## src/rtl/sar_adc_averager.sv

```systemverilog
// Boxcar averager for SAR ADC codes: 1/2/4/8-sample windows feeding a small output FIFO.
// Optional ADC_WINDOW_DET_EN adds a threshold window detector on pushed averages.
module sar_adc_averager #(
    parameter int unsigned NUM_BITS   = 4,
    parameter int unsigned FIFO_DEPTH = 4
) (
    input  logic                             clk,
    input  logic                             rst_n,
    input  logic [NUM_BITS-1:0]              d_in,
    input  logic                             eoc,
    input  logic [1:0]                       avg_sel,
    input  logic                             clr_ovf,
    output logic [NUM_BITS-1:0]              avg_data,
    output logic                             avg_valid,
    input  logic                             avg_ready,
    output logic [$clog2(FIFO_DEPTH):0]      level,
    output logic                             overflow
`ifdef ADC_WINDOW_DET_EN
    ,
    input  logic [NUM_BITS-1:0]              lo_thr,
    input  logic [NUM_BITS-1:0]              hi_thr,
    output logic                             out_of_range
`endif
);

    localparam int unsigned AW    = $clog2(FIFO_DEPTH);
    localparam int unsigned LW    = AW + 1;
    localparam int unsigned ACC_W = NUM_BITS + 3;

    typedef enum logic [1:0] {IDLE, ACCUM, DONE} state_t;

    state_t                state;
    state_t                state_nxt;
    logic                  eoc_q;
    logic                  sample;
    logic                  start;
    logic                  add;
    logic                  push;
    logic [1:0]            n_sel;
    logic [ACC_W-1:0]      acc;
    logic [3:0]            cnt;
    logic [NUM_BITS-1:0]   avg_c;
    logic [NUM_BITS-1:0]   mem [FIFO_DEPTH];
    logic [AW-1:0]         wr_ptr;
    logic [AW-1:0]         rd_ptr;
    logic                  full;
    logic                  pop;
    logic                  push_ok;
    logic                  drop;
    logic [LW-1:0]         level_nxt;

    function automatic logic [3:0] win_len(input logic [1:0] sel);
        return 4'd1 << sel;
    endfunction

    assign sample = eoc & ~eoc_q;
    assign avg_c  = NUM_BITS'(acc >> n_sel);

    always_ff @(posedge clk or negedge rst_n) begin
        if (!rst_n) begin
            state <= IDLE;
            eoc_q <= 1'b0;
        end else begin
            state <= state_nxt;
            eoc_q <= eoc;
        end
    end

    // DONE pushes the finished window and may simultaneously open the next one.
    always_comb begin
        state_nxt = state;
        start     = 1'b0;
        add       = 1'b0;
        push      = 1'b0;
        case (state)
            IDLE: begin
                if (sample) begin
                    start     = 1'b1;
                    state_nxt = (avg_sel == 2'd0) ? DONE : ACCUM;
                end
            end
            ACCUM: begin
                if (sample) begin
                    add = 1'b1;
                    if (4'(cnt + 4'd1) == win_len(n_sel)) state_nxt = DONE;
                end
            end
            DONE: begin
                push = 1'b1;
                if (sample) begin
                    start     = 1'b1;
                    state_nxt = (avg_sel == 2'd0) ? DONE : ACCUM;
                end else begin
                    state_nxt = IDLE;
                end
            end
            default: state_nxt = IDLE;
        endcase
    end

    always_ff @(posedge clk or negedge rst_n) begin
        if (!rst_n) begin
            n_sel <= 2'd0;
            acc   <= '0;
            cnt   <= 4'd0;
        end else if (start) begin
            n_sel <= avg_sel;
            acc   <= ACC_W'(d_in);
            cnt   <= 4'd1;
        end else if (add) begin
            acc   <= acc + ACC_W'(d_in);
            cnt   <= cnt + 4'd1;
        end
    end

    assign pop       = avg_valid & avg_ready;
    assign full      = (level == LW'(FIFO_DEPTH));
    assign push_ok   = push & (~full | pop);
    assign drop      = push & full & ~pop;
    assign level_nxt = level + LW'(push_ok) - LW'(pop);
    assign avg_data  = mem[rd_ptr];

    always_ff @(posedge clk or negedge rst_n) begin
        if (!rst_n) begin
            for (int i = 0; i < FIFO_DEPTH; i++) mem[i] <= '0;
            wr_ptr    <= '0;
            rd_ptr    <= '0;
            level     <= '0;
            avg_valid <= 1'b0;
            overflow  <= 1'b0;
        end else begin
            if (push_ok) begin
                mem[wr_ptr] <= avg_c;
                wr_ptr      <= wr_ptr + AW'(1);
            end
            if (pop) rd_ptr <= rd_ptr + AW'(1);
            level     <= level_nxt;
            avg_valid <= (level_nxt != '0);
            // A drop wins over a simultaneous clear so no loss goes unreported.
            if (drop)         overflow <= 1'b1;
            else if (clr_ovf) overflow <= 1'b0;
        end
    end

`ifdef ADC_WINDOW_DET_EN
    always_ff @(posedge clk or negedge rst_n) begin
        if (!rst_n) out_of_range <= 1'b0;
        else        out_of_range <= push_ok & ((avg_c < lo_thr) | (avg_c > hi_thr));
    end
`endif

endmodule

```

## config.mk

```make
export PLATFORM = sky130hd
export DESIGN_NAME = sar_adc_averager
export DESIGN_NICKNAME = d
export VERILOG_FILES = /design/src/rtl/sar_adc_averager.sv
export SDC_FILE = /design/constraint.sdc
export NUM_CORES = 1
export LEC_CHECK = 0
export CAP_MARGIN = 25
export CORE_MARGIN = 2
export CORE_UTILIZATION = 60
export CTS_CLUSTER_DIAMETER = 60
export DETAILED_ROUTE_END_ITERATION = 8
export GPL_TIMING_DRIVEN = 0
export PLACE_DENSITY_LB_ADDON = 0.3
export SLEW_MARGIN = 30
export SYNTH_ARGS = -nofsm -noshare
export SYNTH_HDL_FRONTEND = slang
export SYNTH_SLANG_ARGS = --single-unit
```

## constraint.sdc

```tcl
create_clock -name clk -period 7.4 [get_ports clk]
set_clock_uncertainty 0.15 [all_clocks]
set_input_delay 1.11 -clock clk [delete_from_list [all_inputs] [get_ports clk]]
set_output_delay 1.11 -clock clk [all_outputs]
set_load 0.02 [all_outputs]
```

# After elaboration in Yosys (flattened, before gate mapping)
# Cells that the tools add are included.
# classes
add_sub_neg,6
n_lt_le_gt_ge,3
n_eq_ne,7
n_shift,2
muxes,22
bitwise,11
reduce_logical,8
# ops
op,count
2-to-1 mux 4 bit,5
bitwise mux 16 bit,1
2-to-1 mux 7 bit,2
2-to-1 mux 2 bit,5
binary-select mux 4 bit (select 2 bit),1
demux 4 bit (select 2 bit),1
adder 7 x 4 -> 7 bit,1
right shift 7 x 2 -> 4 bit,1
>= comparator 3 bit (second input constant),2
2-to-1 mux 1 bit,6
!= test 2 bit (second input constant),3
inverter 2 -> 3 bit,2
case mux 2 bit (3 select lines),1
AND 1 bit,5
adder 2 x 1 -> 2 bit (second input constant),2
adder 4 x 1 -> 4 bit (second input constant),1
== test 4 bit,1
logical NOT 2 bit,2
nonzero test 2 bit,2
left shift 1 x 2 -> 4 bit (first input constant),1
adder 3 x 1 -> 3 bit,1
== test 3 bit (second input constant),1
less-than comparator 3 x 1 -> 1 bit (second input constant),1
inverter 1 bit,3
other kinds (8),8
# totals
register_bits,41
input_bits,11
output_inout_bits,9
wordCells,73

# Logic depth before layout (Yosys ltp)
# Gate-level depths: netlist (run 1).
# depth
depth_word,7
mapped_depth,11

# Worst setup path after synthesis (run 1)
# No wires, ideal clock.
# synth_timing
kind,in2reg
from,in avg_ready
to,reg avg_valid
setup_time_ns,0.131
arrival_time_ns,2.960
slack_ns,4.159
stages,10
path_buffers,0
path_cell_list,nand2_1 a31oi_4 inv_1 ha_1 inv_1 ha_1 fa_1 xnor2_1 xnor2_1 or3_1
# synth_between
elab_chain_len,6
# synth_lines
item,line_no,rtl
"start, declared",15,"input logic avg_ready,"
AND 1 bit *,116,assign pop = avg_valid & avg_ready;
OR 1 bit,118,assign push_ok = push & (~full | pop);
AND 1 bit,118,
adder 3 x 1 -> 3 bit,120,assign level_nxt = level + LW'(push_ok) - LW'(pop);
subtractor 3 x 1 -> 3 bit *,120,
net level_nxt[2],50,logic [LW-1:0] level_nxt;
nonzero test 3 bit *,138,avg_valid <= (level_nxt != '0);
"end signal, assigned",138,
"end, declared",14,"output logic avg_valid,"
# The timed path passes the listed nets; every way through them passes the cells marked *.
# A chain may end at the register's enable or synchronous reset.

# Worst setup path after layout (run 1)
# Ends and elaborated chain as after synthesis.

==> results of run 1 <==
## Yosys cell counts, types with 2 or more instances
library cell | number | area share
nor2_1 | 11 | 0.018
dfrtp_1 | 41 | 0.44
ha_1 | 11 | 0.059
o21ai_0 | 10 | 0.022
nor3_1 | 3 | 0.0065
fa_1 | 2 | 0.017
a22o_1 | 3 | 0.011
nand3_1 | 4 | 0.0086
inv_1 | 12 | 0.019
a21o_1 | 2 | 0.0065
buf_2 | 2 | 0.0043
nand2b_4 | 2 | 0.012
mux2_4 | 8 | 0.052
a21oi_1 | 4 | 0.0086
nor2b_1 | 3 | 0.0081
mux2_2 | 10 | 0.048
mux4_2 | 8 | 0.077
nand2_1 | 16 | 0.026
buf_6 | 4 | 0.019
clkbuf_1 | 2 | 0.0032
xnor2_1 | 7 | 0.026
xor2_1 | 4 | 0.015
and2_4 | 4 | 0.015
a211oi_1 | 2 | 0.0065
## final timing paths
check,to,start
max,avg_valid,avg_ready
min,mem[7],mem[7]
max reg2reg,avg_valid,state[0]
min reg2reg,mem[7],mem[7]
max in group asynchronous,wr_ptr[0],rst_n
min in group asynchronous,cnt[0],rst_n
## state kept, by name, summed over array words and instances, names as in the netlist
| signal | count |
|---|---|
| acc | 7 |
| avg_valid | 1 |
| cnt | 4 |
| eoc_q | 1 |
| level | 3 |
| mem | 16 |
| n_sel | 2 |
| overflow | 1 |
| rd_ptr | 2 |
| state | 2 |
| wr_ptr | 2 |
## report_power, final
group	total [mW]	leakage [nW]	internal, mW	switching (mW)
Clock	0.188	0.0585	0.110	0.0782
Combinational	0.463	0.629	0.234	0.229
Sequential	0.374	0.514	0.297	0.0775
## metal layers
| layer | track usage | routed length, microns | up-vias |
|---|---|---|---|
| li1 | - | - | 746 |
| met5 | 0 | 0 | - |
| met4 | 0.07653 | 111 | 0 |
| met3 | 0.04940 | 171 | 14 |
| met2 | 0.4763 | 2681 | 53 |
| met1 | 0.3186 | 1992 | 803 |
## through the flow
stage / setup slack, ps / std cells / cell area, sq um
3_5_place_dp: 3512 / 262 / 2599
2_1_floorplan: 4159 / 194 / 2326
3_3_place_gp: 3610 / 261 / 2576
4_1_cts: 3771 / 270 / 2715
5_1_grt: 3630 / 270 / 2715
6_report: 3770 / 270 / 2715
## final cells by class
class                   count  area (sq um)
plain buffers               8         62.56
clock buffers               7         86.33
clock inverters             1         30.03
fillers                   262         973.4
inverters                  12         45.04
multi-input cells         133          1192
flip-flops and latches     41          1026
well taps                  48         60.06
repair buffers             20         212.7
## cells by family (layout without fill, tap and decap cells)
kind of cell | Yosys count | in the layout | share of synthesized area
muxes | 27 | 27 | 0.1818
and+or+nand+nor | 50 | 50 | 0.1151
buffers and inverters | 20 | 48 | 0.04626
DFF | 41 | 41 | 0.4411
xor gates and xnor gates | 11 | 11 | 0.04142
AOI/OAI and AO/OA | 32 | 32 | 0.09791
adders and majority gates | 13 | 13 | 0.07638
==> results.md, run 1 <==
* Hold slack at 363.3 ps
* Die Y-Extent at 66.26 microns
* Largest net degree at the start of global routing at 24
* Diodes inserted at 0
* Layout cells sized above 1 at 0.2252
* Antenna violations before repair at 0
* Critical-path top delay cell: clkdlybuf4s50_1
* Async S/R FF share, synth at 1.000
* Cts hold-fix bufs at 0
* Lkg Pwr at 1.202 nW
* Buffers plus inverters on the worst setup path at 3
* Total design power at 1.025 mW
* Final wirelength at 4957 microns
* First-pass GRT wire length at 8493 microns
* CTS buffer count at 5
* Nets at 245
* Maximum clock frequency at 0.2755 GHz
* Clock tree buffer depth at 2
* Rel. slew slack at 0.6667
* Final Hold Fails at 0
* Syn nets at 218
* # resized after CTS at 0
* Drt pass-1 iters at 4
* Antenna-violating nets left at 0
* Max Slew Vio Count at 0
* CTS tree: done
* Core Area at 3689 sq um
* Die width at 66.26 microns
* Worst-Skew Late Latency at 300 ps
* Post-synthesis sequential area ratio at 0.4411
* Max_cap viols at 0
* DIE AREA at 4390 sq um
* Most frequent cells in the layout: 41 x dfrtp_1, 18 x clkdlybuf4s50_1, 16 x nand2_1, 12 x inv_1
* DR WL/cell at 18.36 microns
* Grt total ovfl at 0
* Worst hold path class: reg -> reg
* Syn. warnings at 0
* WS Path Type: in -> reg
* Critical path capture point type: flop
* CP startpoint kind: primary input
* CP required at 7420 ps
* Vias in the first global route at 1,731
* Clk slew on worst S/H paths at 70 ps
* Starting Density at 0.6306
* RePlAce Congestion at 0.7714
* Worst-Margin Slew at 500.0 ps
* Drt initial violations at 52
* Critical path data arrival time at 3650 ps
* Unique masters post-synth at 43
* Critical path depth at 11
* Core Util, Final at 0.7361
* Drc violations at 0
* Top_reg_cell synth: dfrtp_1
* Commonest non-fill, non-tap cell in the layout: dfrtp_1
* Post-Syn Instances at 194
* Crit path max-delay family: adder cells
* Max Fanout on Critical Path at 8
* CP cell instances: clkdlybuf4s50_1, nand2_1, a31oi_4, inv_1, ha_1, inv_1, ha_1, fa_1, xnor2_1, xnor2_1, or3_1
* Final setup fails at 0
* Setup_tns at 0 ps
* Peak supply drop at 0.2677 mV
* Tmin final at 3630 ps
* H-tree levels at 2
* Post-DP HPWL at 3702 microns
* Run status: finished, final reports clean
* Post-Syn Area at 2326 sq um
* Total GRT Usage at 0.2638
* Clock sinks at 41
* Number of synthesized flops with an enable pin at 0
* RSZ-0062 raised after global routing: false
* Hold-critical path depth at 1
* Setup bufs post-CTS at 0
* Worst Reg-to-Reg Cells at 11
* DR vias at 1,616
* Tcrit/Tclk final at 0.4905
* Post-Syn Area per Cell at 11.99 sq um
* Pwr per Cell Area at 377.6 nW/um^2
* I/O Buffers at 19
* Rows at 22
* Reg2reg setup slack at 4580 ps
* #FFs+latches synth at 41
* Root buf cell: clkbuf_8
* CP max stage delay at 450 ps
* Layout area overhead at 16.73%
* IO Pins at 20
* Avg Vias per Cell at 5.985
Power figures use the tool's default switching activity.
==> run 2: changes to the inputs <==
--- a/config.mk
+++ b/config.mk
@@ -7,7 +7,7 @@
 export LEC_CHECK = 0
 export CAP_MARGIN = 25
 export CORE_MARGIN = 2
-export CORE_UTILIZATION = 60
+export CORE_UTILIZATION = 57
 export CTS_CLUSTER_DIAMETER = 60
 export DETAILED_ROUTE_END_ITERATION = 8
 export GPL_TIMING_DRIVEN = 0
==> constraint.sdc (replaced) <==
create_clock -name clk -period 3.37 [get_ports clk]
set_clock_uncertainty 0.15 [all_clocks]
set_input_delay 0.5055 -clock clk [delete_from_list [all_inputs] [get_ports clk]]
set_output_delay 0.5055 -clock clk [all_outputs]
set_load 0.02 [all_outputs]
==> results.md, run 2 (same netlist as run 1, synthesis figures left out) <==
* Run status: finished, final reports clean (unchanged)
* Layout area overhead at 15.71% (was 16.73%)
* Post-Place Setup Slack at 104.6 ps (was 3512 ps)
* DIE AREA at 4608 sq um (was 4390 sq um)
* Largest net degree at the start of global routing at 26 (was 24)
* Clock sinks at 41 (unchanged)
* Drc violations at 0 (unchanged)
* Core Area at 3971 sq um (was 3689 sq um)
* Tmin final at 2934 ps
* Fillers at 300 (was 262)
* First-pass GRT wire length at 7569 microns (was 8493 microns)
* Sequential share of power at 0.382 (was 0.365)
* Die Y-Extent at 67.88 microns (was 66.26 microns)
* Rel. slew slack at 0.7127 (was 0.6667)
* RePlAce Congestion at 0.8299 (was 0.7714)
* Placement Cell Area at 2601 sq um (was 2599 sq um)
* Maximum clock frequency at 0.3408 GHz
* Multi-input gate area at 1192 sq um (unchanged)
* CTS tree: done (unchanged)
* Combinational Power Share at 0.468 (was 0.451)
* Sw frac at 0.3791 (was 0.3751)
* Diodes inserted at 0 (unchanged)
* Final Hold Fails at 0 (unchanged)
* Die width at 67.88 microns (was 66.26 microns)
* Fin area at 2691 sq um (was 2715 sq um)
* Clock Power Share at 0.150 (was 0.184)
* Fin worst setup slack at 435.8 ps (was 3770 ps)
* Total GRT Usage at 0.2235 (was 0.2638)
* RSZ-0062 raised after global routing: false (unchanged)
* DP Cell Count at 264 (was 262)
* Layout cells sized above 1 at 0.2152 (was 0.2252)
* Antenna-violating nets left at 0 (unchanged)
* Max reg flops at 16 (unchanged)
* Avg Vias per Cell at 5.707 (was 5.985)
* Pwr per Cell Area at 786.4 nW/um^2 (was 377.6 nW/um^2)
* Worst hold path class: reg -> reg (unchanged)
* Drt initial violations at 59 (was 52)
* Post-Layout Cell Count at 273 (was 270)
* Tcrit/Tclk final at 0.8707
* Max Fanout on Critical Path at 8 (unchanged)
* Critical path data arrival time at 2960 ps (was 3650 ps)
* Starting Density at 0.5857 (was 0.6306)
* P_int at 1.314 mW (was 0.6407 mW)
* Critical path capture point type: flop (unchanged)
* Final setup fails at 0 (unchanged)
* Setup bufs post-CTS at 0 (unchanged)
* Most frequent cells in the layout: 41 x dfrtp_1, 18 x clkdlybuf4s50_1, 16 x nand2_1, 12 x inv_1 (unchanged)
* Worst-Margin Slew at 430.9 ps (was 500.0 ps)
* Max_cap viols at 0 (unchanged)
* Rows at 23 (was 22)
* Setup_tns at 0 ps (unchanged)
* CP required at 3400 ps (was 7420 ps)
* Drt pass-1 iters at 6 (was 4)
* CTS buffer count at 5 (unchanged)
* Commonest non-fill, non-tap cell in the layout: dfrtp_1 (unchanged)
* Clk slew on worst S/H paths at 80 ps (was 70 ps)
* Largest regs: mem x16, acc x7, cnt x4 (unchanged)
* I/O Buffers at 19 (unchanged)
* Total design power at 2.117 mW (was 1.025 mW)
* Peak supply drop at 0.4688 mV (was 0.2677 mV)
* Max Slew Vio Count at 0 (unchanged)
* Vias in the first global route at 1,640 (was 1,731)
* Register Area at 1026 sq um (unchanged)
* Clock tree buffer depth at 2 (unchanged)
* IO Pins at 20 (unchanged)
* Post-DP HPWL at 3137 microns (was 3702 microns)
* H-tree levels at 2 (unchanged)
* DR vias at 1,558 (was 1,616)
* Antenna violations before repair at 0 (unchanged)
* Top reg by flops: mem (unchanged)
* Lkg Pwr at 1.187 nW (was 1.202 nW)
* Root buf cell: clkbuf_8 (unchanged)
* Grt total ovfl at 0 (unchanged)
* DR WL/cell at 15.53 microns (was 18.36 microns)
* WS Path Type: in -> reg (unchanged)
* Nets at 246 (was 245)
* CP startpoint kind: primary input (unchanged)
* Worst-Skew Late Latency at 300 ps (about the same)
* Switch Pwr at 0.8024 mW (was 0.3846 mW)
* Final wirelength at 4239 microns (was 4957 microns)
run 2: final timing paths:
kind                                 from   endpoint  slack (ps)  cells after the start
worst max register to register   state[0]  avg_valid         640                     11
worst min-delay path               mem[6]     mem[6]         360                      1
worst min register to register     mem[6]     mem[6]         360                      1
worst max-delay path            avg_ready  avg_valid         440                     11
max in group asynchronous           rst_n     cnt[0]        2080                      3
min in group asynchronous           rst_n     mem[8]         530                      2
run 2: power by group through the flow:
stage                     registers [mW]  clock network [mW]  logic (mW)
after floorplan                    0.799                   0       0.737
after global placement             0.800                   0       0.934
after detailed placement           0.816                   0       0.987
after CTS                          0.807               0.326        1.00
after global routing               0.831               0.340        1.11
final                              0.809               0.317       0.991
run 2: layout make-up:
| class | count | share of cell area |
|---|---|---|
| Clock buffer | 8 | 0.02975 |
| Tap cell | 50 | 0.02325 |
| Sequential cell | 41 | 0.3812 |
| Inverter | 12 | 0.01674 |
| Timing Repair Buffer | 21 | 0.08275 |
| Buffer | 8 | 0.02325 |
| Multi-Input combinational cell | 133 | 0.4430 |
run 2: what timing repair did:
action	in CTS	in global routing
gates resized for setup	0	0
hold endpoints to repair	11	0
hold buffers	1	0
run 2: critical path, stage by stage:
cell and delay, ps:
clkdlybuf4s50_1 460, nand2_1 140, a31oi_4 310, inv_1 80
ha_1 270, inv_1 40, ha_1 180, fa_1 380
xnor2_1 150, xnor2_1 150, or3_1 310
run 2: per-layer routing:
metal | GRT usage | share of wire | vias to the layer above
met3 | 0.05592 | 0.032 | 5
met4 | 0.07250 | 0.014 | 0
li1 | - | - | 743
met5 | 0 | 0 | -
met1 | 0.2703 | 0.44 | 782
met2 | 0.3922 | 0.52 | 28
run 2: stage by stage:
stage | hold slack, ps | util
after global routing | 378.6 | 0.6777
final | 357.7 | 0.6777
after CTS | 360.4 | 0.6777
after floorplan | 59.91 | -
after detailed placement | 318.7 | 0.6550
after global placement | 336.5 | 0.6493
==> run 3: changes to the inputs <==
--- a/config.mk
+++ b/config.mk
@@ -6,7 +6,7 @@
 export NUM_CORES = 1
 export LEC_CHECK = 0
 export CAP_MARGIN = 25
-export CORE_MARGIN = 2
+export CORE_MARGIN = 10
 export CORE_UTILIZATION = 57
 export CTS_CLUSTER_DIAMETER = 60
 export DETAILED_ROUTE_END_ITERATION = 8
==> results.md, run 3 (same netlist as run 1, synthesis figures left out) <==
* Run status: finished, final reports clean (unchanged)
* Tmin final at 2945 ps (was 2934 ps)
* Buffers plus inverters on the worst setup path at 3 (unchanged)
* First-pass GRT wire length at 7527 microns (was 7569 microns)
* Setup bufs post-CTS at 0 (unchanged)
* Met3 Use GR at 0.03418 (was 0.05592)
* Diodes inserted at 0 (unchanged)
* Core Util, Final at 0.6853 (was 0.6777)
* Worst r2r dst: avg_valid (unchanged)
* Drc violations at 0 (unchanged)
* Avg Vias per Cell at 5.695 (was 5.707)
* Sw frac at 0.3664 (was 0.3791)
* Top reg by flops: mem (unchanged)
* Pwr per Cell Area at 816.1 nW/um^2 (was 786.4 nW/um^2)
* Cts hold-fix bufs at 0 (was 1)
* Critical path capture point type: flop (unchanged)
* Clock Power Share at 0.190 (was 0.150)
* Max reg flops at 16 (unchanged)
* Setup crit end: avg_valid (unchanged)
* Final setup fails at 0 (unchanged)
* Layout cells sized above 1 at 0.2297 (was 0.2152)
* Core Area at 3971 sq um (unchanged)
* Clock tree buffer depth at 2 (unchanged)
* Commonest non-fill, non-tap cell in the layout: dfrtp_1 (unchanged)
* Final Hold Fails at 0 (unchanged)
* Starting Density at 0.5857 (unchanged)
* Lkg Pwr at 1.201 nW (was 1.187 nW)
* Die width at 83.88 microns (was 67.88 microns)
* # resized after CTS at 0 (unchanged)
* CTS tree: done (unchanged)
* GR peak layer: met2 (unchanged)
* RSZ-0062 raised after global routing: false (unchanged)
* Worst Reg-to-Reg Cells at 11 (unchanged)
* Antenna violations before repair at 0 (unchanged)
* Register Area at 1026 sq um (unchanged)
* Total GRT Usage at 0.1267 (was 0.2235)
* Met1 Use GR at 0.1427 (was 0.2703)
* Placement Cell Area at 2601 sq um (unchanged)
* Drt pass-1 iters at 4 (was 6)
* GR Util met2 at 0.2230 (was 0.3922)
* CP startpoint kind: primary input (unchanged)
* Critical Path Start: avg_ready (unchanged)
* Nets at 245 (was 246)
* Tcrit/Tclk final at 0.8739 (was 0.8707)
* Crit path max-delay family: adder cells (unchanged)
* Critical R2R Launch: state[0] (unchanged)
* Antenna-violating nets left at 0 (unchanged)
* Post-Place Setup Slack at 95.56 ps (was 104.6 ps)
* Max Fanout on Critical Path at 8 (unchanged)
* DR WL/cell at 16.27 microns (was 15.53 microns)
* Max_cap viols at 0 (unchanged)
* CP max stage delay at 460 ps (about the same)
* H-tree levels at 2 (unchanged)
* Rows at 23 (unchanged)
* Vias in the first global route at 1,566 (was 1,640)
* Critical-path top delay cell: clkdlybuf4s50_1 (unchanged)
* DP Cell Count at 264 (unchanged)
* Peak supply drop at 0.3790 mV (was 0.4688 mV)
* DR vias at 1,549 (was 1,558)
* Fillers at 272 (was 300)
* Maximum clock frequency at 0.3395 GHz (was 0.3408 GHz)
* Worst-Skew Late Latency at 290 ps (was 300 ps)
* Rel. slew slack at 0.6050 (was 0.7127)
* Die Y-Extent at 83.88 microns (was 67.88 microns)
* Layout area overhead at 17.00% (was 15.71%)
* Grt total ovfl at 0 (unchanged)
* Sequential share of power at 0.364 (was 0.382)
* Critical path data arrival time at 2970 ps (was 2960 ps)
* Drt initial violations at 40 (was 59)
* Largest regs: mem x16, acc x7, cnt x4 (unchanged)
* Setup_tns at 0 ps (unchanged)
* CP required at 3400 ps (about the same)
* Final wirelength at 4425 microns (was 4239 microns)
* Reg2reg setup slack at 620 ps (was 640 ps)
* CTS buffer count at 5 (unchanged)
* I/O Buffers at 19 (unchanged)
* P_int at 1.407 mW (was 1.314 mW)
* Combinational Power Share at 0.446 (was 0.468)
* RePlAce Congestion at 0.8444 (was 0.8299)
* Multi-input gate area at 1192 sq um (unchanged)
* Critical path depth at 11 (unchanged)
* Total design power at 2.221 mW (was 2.117 mW)
* Fin worst setup slack at 424.9 ps (was 435.8 ps)
* Worst hold path class: in -> async (was reg -> reg)
* Clock sinks at 41 (unchanged)
* Worst-Margin Slew at 592.6 ps (was 430.9 ps)
* Hold slack at 47.83 ps (was 357.7 ps)
* CP cell instances: clkdlybuf4s50_1, nand2_1, a31oi_4, inv_1, ha_1, inv_1, ha_1, fa_1, xnor2_1, xnor2_1, or3_1 (unchanged)
* Clk slew on worst S/H paths at 90 ps (was 80 ps)
* Post-Layout Cell Count at 272 (was 273)
* Fin area at 2721 sq um (was 2691 sq um)
* Post-DP HPWL at 3411 microns (was 3137 microns)
* WS Path Type: in -> reg (unchanged)
* Most frequent cells in the layout: 41 x dfrtp_1, 18 x clkdlybuf4s50_1, 16 x nand2_1, 12 x inv_1 (unchanged)
* Largest net degree at the start of global routing at 26 (unchanged)
* Max Slew Vio Count at 0 (unchanged)
* IO Pins at 20 (unchanged)
* Switch Pwr at 0.8137 mW (was 0.8024 mW)
* Root buf cell: clkbuf_8 (unchanged)
* DIE AREA at 7036 sq um (was 4608 sq um)
## run 3: cell count changes in the layout (fill, tap and decap cells not counted)
cell	previous run	this run
clkinvlp_4	0	1
bufinv_16	0	1
clkbuf_1	5	2
dlygate4sd3_1	1	0
clkbuf_8	5	6
## run 3: final cells by class
| class | instances | share of cell area |
|---|---|---|
| sequential | 41 | 0.3770 |
| tap | 50 | 0.02299 |
| inverter | 12 | 0.01655 |
| timing repair buffer | 20 | 0.07816 |
| buffer | 8 | 0.02299 |
| clock buffer | 6 | 0.03034 |
| clock inverter | 2 | 0.01379 |
| multi-input combinational | 133 | 0.4382 |
## run 3: worst register-to-register path: cells and delay by family (launching register included)
family | cells | cell delay (ps)
buf+inv | 3 | 250
fa+ha+maj | 3 | 860
flops | 1 | 380
xor+xnor | 2 | 290
simple gates | 2 | 460
compound gates | 1 | 260
## run 3: worst min-delay path by stage
| stage | to | depth (start not counted) |
|---|---|---|
| floorplan | acc[0] | 0 |
| global placement | mem[2] | 1 |
| detailed placement | mem[9] | 1 |
| CTS | mem[14] | 1 |
| global route | mem[14] | 1 |
| finish | mem[14] | 1 |
## run 3: power by group through the flow
stage	Combinational (mW)	Sequential (mW)	Clock, mW
after floorplan	0.737	0.799	0
after global placement	0.938	0.801	0
after detailed placement	0.994	0.817	0
after CTS	0.999	0.808	0.429
after global routing	1.09	0.830	0.453
final	0.990	0.809	0.422
## run 3: routing by layer
metal | vias up | part of all wire
met4 | 0 | 0.011
li1 | 740 | -
met1 | 784 | 0.42
met2 | 19 | 0.54
met3 | 6 | 0.033
met5 | - | 0
